## src/rtl/tl_a_fragment_gen.sv

```systemverilog
// tl_a_fragment_gen: splits a TileLink A request larger than 2^MAX_LG_SIZE bytes
// into a train of 2^MAX_LG_SIZE-byte fragments with incrementing addresses.
// Data-less requests (Get/Hint) are expanded by holding them in the upstream
// repeater through do_repeat, which drives the repeater's io_repeat input.
// Data-carrying requests arrive one beat per fragment and pass beat-for-beat.
// `repeat` is a reserved word, so that port is named do_repeat.
// Optional macro TL_FRAG_ASSERT_EN compiles in simulation-only input checks.
module tl_a_fragment_gen #(
   parameter int unsigned ADDR_W      = 15,
   parameter int unsigned SOURCE_W    = 8,
   parameter int unsigned MASK_W      = 8,
   parameter int unsigned MAX_LG_SIZE = 3,
   parameter int unsigned FRAG_W      = 4
) (
   input  logic                clock,
   input  logic                reset,
   input  logic                in_valid,
   output logic                in_ready,
   input  logic [2:0]          in_opcode,
   input  logic [2:0]          in_param,
   input  logic [2:0]          in_size,
   input  logic [SOURCE_W-1:0] in_source,
   input  logic [ADDR_W-1:0]   in_address,
   input  logic [MASK_W-1:0]   in_mask,
   input  logic                in_corrupt,
   output logic                do_repeat,
   output logic                out_valid,
   input  logic                out_ready,
   output logic [2:0]          out_opcode,
   output logic [2:0]          out_param,
   output logic [2:0]          out_size,
   output logic [SOURCE_W-1:0] out_source,
   output logic [ADDR_W-1:0]   out_address,
   output logic [MASK_W-1:0]   out_mask,
   output logic                out_corrupt,
   output logic [FRAG_W-1:0]   out_frag,
   output logic                busy
);

   logic [FRAG_W-1:0] remaining_q, remaining_d;
   logic              busy_q, busy_d;
   logic [FRAG_W-1:0] total, cur, idx;
   logic              dataless, fire, big;

   // Fragment bookkeeping derived from the presented request
   always_comb begin
      dataless = (in_opcode == 3'd4) || (in_opcode == 3'd5);
      big      = in_size > 3'(MAX_LG_SIZE);
      total    = '0;
      if (big) begin
         total = FRAG_W'((32'd1 << (32'(in_size) - MAX_LG_SIZE)) - 32'd1);
      end
      cur  = busy_q ? remaining_q : total;
      idx  = total - cur;
      fire = in_valid && out_ready;
   end

   // State register: fragments remaining and train-in-progress flag
   always_ff @(posedge clock or posedge reset) begin
      if (reset) begin
         remaining_q <= '0;
         busy_q      <= 1'b0;
      end else begin
         remaining_q <= remaining_d;
         busy_q      <= busy_d;
      end
   end

   // Next state: advance on each fired fragment, clear after the last one
   always_comb begin
      remaining_d = remaining_q;
      busy_d      = busy_q;
      if (fire) begin
         if (cur != '0) begin
            remaining_d = cur - 1'b1;
            busy_d      = 1'b1;
         end else begin
            remaining_d = '0;
            busy_d      = 1'b0;
         end
      end
   end

   // Outputs: zero-latency handshake and per-fragment fields
   always_comb begin
      out_valid   = in_valid;
      in_ready    = dataless ? (out_ready && (cur == '0)) : out_ready;
      do_repeat   = dataless && (cur != '0);
      out_opcode  = in_opcode;
      out_param   = in_param;
      out_size    = big ? 3'(MAX_LG_SIZE) : in_size;
      out_source  = in_source;
      // Base is aligned to the full request size, so OR places the fragment offset
      out_address = in_address | (ADDR_W'(idx) << MAX_LG_SIZE);
      out_mask    = in_mask;
      out_corrupt = in_corrupt;
      out_frag    = cur;
      busy        = busy_q;
   end

`ifdef TL_FRAG_ASSERT_EN
   logic                prev_valid_q;
   logic [2:0]          prev_opcode_q, prev_param_q, prev_size_q;
   logic [SOURCE_W-1:0] prev_source_q;
   logic [ADDR_W-1:0]   prev_address_q;
   logic [MASK_W-1:0]   prev_mask_q;
   logic                prev_corrupt_q;
   logic [ADDR_W-1:0]   align_mask;

   // Previous-cycle input snapshot used to detect fields changing mid-train
   always_ff @(posedge clock or posedge reset) begin
      if (reset) begin
         prev_valid_q   <= 1'b0;
         prev_opcode_q  <= '0;
         prev_param_q   <= '0;
         prev_size_q    <= '0;
         prev_source_q  <= '0;
         prev_address_q <= '0;
         prev_mask_q    <= '0;
         prev_corrupt_q <= 1'b0;
      end else begin
         prev_valid_q   <= in_valid;
         prev_opcode_q  <= in_opcode;
         prev_param_q   <= in_param;
         prev_size_q    <= in_size;
         prev_source_q  <= in_source;
         prev_address_q <= in_address;
         prev_mask_q    <= in_mask;
         prev_corrupt_q <= in_corrupt;
      end
   end

   // Low address bits that must be zero for a naturally aligned request
   always_comb begin
      align_mask = ADDR_W'((32'd1 << in_size) - 32'd1);
   end

   // Simulation-only protocol checks on the repeater side
   always_ff @(posedge clock) begin
      if (!reset) begin
         if (in_valid) begin
            assert ((in_address & align_mask) == '0)
            else $error("tl_a_fragment_gen: address %0h not aligned to size %0d",
                        in_address, in_size);
         end
         if (busy_q && in_valid && prev_valid_q) begin
            assert (in_opcode == prev_opcode_q && in_param == prev_param_q &&
                    in_size == prev_size_q && in_source == prev_source_q &&
                    in_address == prev_address_q && in_mask == prev_mask_q &&
                    in_corrupt == prev_corrupt_q)
            else $error("tl_a_fragment_gen: input field changed during a train");
         end
         if (busy_q) begin
            assert (in_valid)
            else $error("tl_a_fragment_gen: in_valid dropped during a train");
         end
      end
   end
`endif

endmodule

```

## config.mk

```make
export PLATFORM = sky130hd
export DESIGN_NAME = tl_a_fragment_gen
export DESIGN_NICKNAME = d
export VERILOG_FILES = /design/src/rtl/tl_a_fragment_gen.sv
export SDC_FILE = /design/constraint.sdc
export NUM_CORES = 1
export LEC_CHECK = 0
export ABC_AREA = 1
export BUFFER_PORTS_ARGS = -buffer_cell sky130_fd_sc_hd__buf_4
export CAP_MARGIN = 20
export CORE_MARGIN = 2
export CORE_UTILIZATION = 38
export DETAILED_ROUTE_END_ITERATION = 16
export HOLD_SLACK_MARGIN = 0.05
export PLACE_DENSITY = 0.84
export RECOVER_POWER = 100
export SETUP_SLACK_MARGIN = 0.2
export SLEW_MARGIN = 5
export SYNTH_ARGS = -nofsm -noshare
export SYNTH_HDL_FRONTEND = slang
export SYNTH_SLANG_ARGS = --single-unit
```

## constraint.sdc

```tcl
create_clock -name clock -period 5 [get_ports clock]
set_clock_uncertainty 0.15 [all_clocks]
set_input_delay 1 -clock clock [delete_from_list [all_inputs] [get_ports clock]]
set_output_delay 1 -clock clock [all_outputs]
set_load 0.05 [all_outputs]
```

=== Word level (Yosys, flattened, before mapping) ===
Index checks and enable logic that the tools add are counted.

* Add/subtract/negate cells: 4
* Order comparisons: 1
* Eq/ne operators: 2
* Shift-type cells: 1
* Mux-type cells: 6
* Bitwise operators: 1
* Reductions and logical operators: 6

{| class="wikitable"
|+ Operators with widths
! operator !! count
|-
| left shift 1 x 32 -> 4 bit, first input constant || 1
|-
| bitwise OR 15 x 7 -> 15 bit || 1
|-
| two-way mux 4 bit || 3
|-
| subtractor 4 x 1 -> 4 bit, second input constant || 2
|-
| == test 3 bit, second input constant || 2
|-
| logical NOT 4 bit || 1
|-
| nonzero test 4 bit || 1
|-
| subtractor 3 x 2 -> 4 bit, second input constant || 1
|-
| subtractor 4 bit || 1
|-
| > comparator 3 x 2 -> 1 bit, second input constant || 1
|-
| logical AND 1 bit || 3
|-
| two-way mux 3 bit || 1
|-
| two-way mux 1 bit || 2
|-
| logical OR 1 bit || 1
|}

* Flip-flop bits (word level): 5
* Input bits: 45
* Output and inout bits: 49

=== Depth between registers and ports, before layout ===
* Depth after elaboration: 8
* Gate-level depth with buffers: 16
* Depth with buffers taken out: 16

=== Worst setup path before layout ===
OpenSTA, ideal clock, no wires.

* Path kind: input to output
* Start point: input in_size[0]
* End point: output out_address[5]
* Arrival time: 4.038 ns
* Required time: 3.850 ns
* Slack: -0.188 ns
* Cell stages on the path: 10
* Path buffers: 0
* Cell sequence: ha_1 -> ha_1 -> inv_2 -> nand3_2 -> ha_1 -> nor2_4 -> a21boi_4 -> inv_1 -> fa_1 -> o21ai_0

* Longest elaborated chain between the ends: 7
* Elaborated cells between the ends (all ways): 8
* Classes of those cells: add/sub: 3; order compare: 1; shift: 1; mux: 2; bitwise: 1

{| class="wikitable"
|+ RTL lines
! what !! line !! RTL
|-
| start: declaration || 21 || <nowiki>input logic [2:0] in_size,</nowiki>
|-
| subtractor 3 x 2 -> 4 bit || 51 || <nowiki>total = FRAG_W'((32'd1 << (32'(in_size) - MAX_LG_SIZE)) - 32'd1);</nowiki>
|-
| left shift 1 x 32 -> 4 bit || 51 ||
|-
| subtractor 4 x 1 -> 4 bit || 51 ||
|-
| two-way mux 4 bit (*) || 50 || <nowiki>if (big) begin</nowiki>
|-
| two-way mux 4 bit (*) || 53 || <nowiki>cur = busy_q ? remaining_q : total;</nowiki>
|-
| net out_frag[1] || 36 || <nowiki>output logic [FRAG_W-1:0] out_frag,</nowiki>
|-
| subtractor 4 bit (*) || 54 || <nowiki>idx = total - cur;</nowiki>
|-
| bitwise OR 15 x 7 -> 15 bit (*) || 94 || <nowiki>out_address = in_address | (ADDR_W'(idx) << MAX_LG_SIZE);</nowiki>
|-
| end: declaration || 33 || <nowiki>output logic [ADDR_W-1:0] out_address,</nowiki>
|}

The timed path passes the listed nets; every way through them passes the cells marked *.

=== Worst setup path in the final report ===
* Start point: input in_size[0]
* End point: output out_address[6]

* Longest elaborated chain between the ends: 7
* Elaborated cells between the ends (all ways): 8
* Classes of those cells: add/sub: 3; order compare: 1; shift: 1; mux: 2; bitwise: 1

{| class="wikitable"
|+ RTL lines
! what !! line
|-
| subtractor 3 x 2 -> 4 bit || 51
|-
| left shift 1 x 32 -> 4 bit || 51
|-
| subtractor 4 x 1 -> 4 bit || 51
|-
| two-way mux 4 bit (*) || 50
|-
| two-way mux 4 bit || 53
|-
| subtractor 4 bit (*) || 54
|-
| bitwise OR 15 x 7 -> 15 bit (*) || 94
|}

Every way passes the cells marked *; elsewhere a longest branch is shown, timed or not.

==> metrics.md <==
| Metric | Value |
|---|---|
| H-tree depth | 1 |
| Crit Path Max Fanout | 6 |
| Simple-gate share of the synthesized area | 39.47% |
| DR DRC count | 0 |
| RePlAce Congestion | roughly 0.75 |
| Reg-to-Reg Start | busy |
| P&R area growth vs syn | -3.913% |
| Final hold slack | roughly 0.36 ns |
| F_max | around 0.21 GHz |
| Starting Density | 39.77% |
| Post-synthesis xor/xnor area fraction | 0% |
| Placed inst area | 1085 um2 |
| Flop-to-flop setup slack | between 3 and 4 ns |
| Placed insts | approximately 170 |
| Post-synthesis mux area share | 0% |
| Worst setup margin | 0.3089 ns |
| Fin cells | between 150 and 200 |
| CTS Sinks | 5 |
| Reg clk slew, reported paths | about 0.040 ns |
| Port Buffers | 29 |
| Crit path top cell by count | ha_1 |
| Synthesized net count | 200 |
| Status | finished, final reports clean |
| Die area | between 3000 and 4000 um2 |
| Distinct cells, synth | 28 |
| # rows | 19 |
| CTS Buf Count | 3 |
| Clock Latency Late Sink | about 0.24 ns |
| Startpoint types | primary input |
| First-pass GRT wire length | slightly above 3000 um |
| Crit-path max cell delay | ~0.37 ns |
| Hold Fails Final Rpt | 0 |
| Routed len/inst | 10.36 um |
| Final Setup Violations | 0 |
| Dpl ws | 0.3576 ns |
| Fillers | around 300 |
| Flops & latches, synth | 5 |
| Synth Area in Adders | 9.896% |
| Asr flop ratio synth | 100.0% |
| Rel. slew slack | about three fifths |
| Pin count of the biggest net entering global routing | 9 |
| Pwr Density | about 420 nW/um2 |
| 1st-iter DRT viols | 16 |
| Crit-path cells | buf_4 > ha_1 > ha_1 > inv_1 > nand2_2 > ha_1 > nand3_1 > nand3_2 > nand2_2 > nand2_4 > ha_1 > nand2_1 > nor2_1 > a211oi_2 > nand3b_1 > nand3b_1 > clkbuf_2 |
| Die height | 57.49 um |
| Share of post-route cells with drive strength above 1 | between 40 and 50% |
| CTS tree | built |
| Setup_tns | 0 ns |
| Compound-Gate Fraction of Synth Area | approximately 7.2% |
| Largest cells by area after synthesis | buf_4, dfrtp_1, nand2_1 |
| IO Count | 94 |
| Total track usage | a little under an eighth |
| Largest family of logic cells by synthesized area | simple AND/OR/NAND/NOR gates |
| Synth top area share | between 20% and 30% |
| DR pass1 iterations | 4 |
| Hold path endpoint | remaining_q[0] |
| Hold path cells | 2 |
| Worst setup EP type | output pin |
| Most frequent cells in the layout | nand2_1, inv_1, clkbuf_1, buf_4, nand2_2 |
| Final total power | 442.7 uW |
| Post-Syn Instances | 147 |
| Util after Layout | around two fifths |
| Grt ovf | 0 |
| Worst min path class | flop to flop |
| Hpwl dp | about 1600 um |
| Antenna diodes | 0 |
| Post-CTS Setup Bufs | 0 |
| Critical path's slowest cell | ha_1 |
| RSZ-0062 raised after global routing | no |
| Peak supply drop | between 0.0002 and 0.0003 V |
| Commonest non-fill, non-tap cell in the layout | nand2_1 |
| Tcrit/Tclk final | 93.82% |
| Period minus WS final | ~4.7 ns |
| Post-synth EDFFs | 0 |
| Number of routed nets with antenna violations | 0 |
| Clock Tree Root | clkbuf_4 |
| Post-synth top area cell | buf_4 |
| Final WL | 1824 um |
| Slew Limit Fails | 0 |
| Clock tree buffer depth | 2 |
| Vias/cell | roughly 4.6 |
| Setup Crit Path Kind | primary input to output pin |
| Critical path arrival | between 3 and 4 ns |
| Synth Cell Area | roughly 1100 um2 |
| YS warnings | 0 |
| Post-Layout Inst Area | 1045 um2 |
| Worst reg2reg path depth | 9 |
| Die Wd | 57.49 um |
| WP data required | about 3.9 ns |
| FF-to-FF End | remaining_q[2] |
| Final nets | between 150 and 200 |
| Min-delay src | remaining_q[0] |
| Routed vias | between 800 and 900 |
| Core area | about 2700 um2 |
| Predominant post-synthesis flop cell | dfrtp_1 |
| Initial antenna violation count | 0 |
| P_leak | roughly 0.56 nW |
| Slew @ Worst Pin | around 0.60 ns |
| Max-Cap Viols | 0 |
| Synthesized area per cell | around 7.4 um2 |
| Vias in the first global route | between 700 and 800 |
| Seq/Total Area, Yosys | about 12% |
## how the worst max path moves through the flow
stage / start / end / slack (ns) / cells after the start
6_report: in_size[0] / out_address[6] / 0.31 / 17
5_1_grt: in_size[0] / out_address[6] / 0.13 / 17
4_1_cts: in_size[0] / out_address[6] / 0.35 / 17
3_5_place_dp: in_size[0] / out_address[6] / 0.36 / 17
3_3_place_gp: in_size[0] / out_address[6] / 0.42 / 17
2_1_floorplan: in_size[0] / out_address[5] / 0.44 / 10
## synthesized netlist by cell type, drive strengths merged (2+ instances only)
cell    number
buf         35
dfrtp        5
a21boi       2
o21ai        3
nand2       40
a21oi        3
nand3b       2
nand3       11
inv         21
ha           7
nor2        12
nand4        2
## registers in the layout, indices dropped and copies added (netlist names)
register and cells:
busy 1, remaining_q 4
## logic make-up (layout without fill, tap and decap cells)
| family | after synthesis | count (layout) |
|---|---|---|
| buf+inv | 56 | 54 |
| flops | 5 | 5 |
| compound gates | 9 | 9 |
| fa+ha+maj | 8 | 8 |
| simple gates | 69 | 69 |
## critical path: cells and delay by family
family	cells	cell delay (ns)
adder cells (fa/ha/maj)	4	1.09
buffers and inverters	3	0.51
AO/OA/AOI/OAI	1	0.05
AND/OR/NAND/NOR	9	0.88
## report_power, final
part	internal, mW	switching [mW]	total (mW)
Clock	0.0301	0.0150	0.0451
Combinational	0.0958	0.235	0.331
Sequential	0.0545	0.0126	0.0671
Total	0.180	0.262	0.443
## metal layers
| metal | GRT usage, % | part of all wire (%) | wire length [um] |
|---|---|---|---|
| met1 | 13.57 | 44 | 797 |
| met2 | 19.64 | 47 | 865 |
| met3 | 2.948 | 8.4 | 153 |
| met4 | 5.316 | 0.38 | 7 |
| met5 | 0 | 0 | 0 |
## final cells by class
type,instances,area [um2],area share (%)
clock buffer,4,26.28,2.515
inverter,21,82.58,7.904
multi-input combinational,86,609.3,58.32
sequential,5,125.1,11.98
tap,31,38.79,3.713
timing repair buffer,29,162.7,15.57
## timing repair
item / 4_1_cts / 5_1_grt
hold buffers: 0 / 0
endpoints found under the setup margin: 0 / 1
resized for setup: 0 / 1
Note: power is estimated with default switching activity, not from simulation.
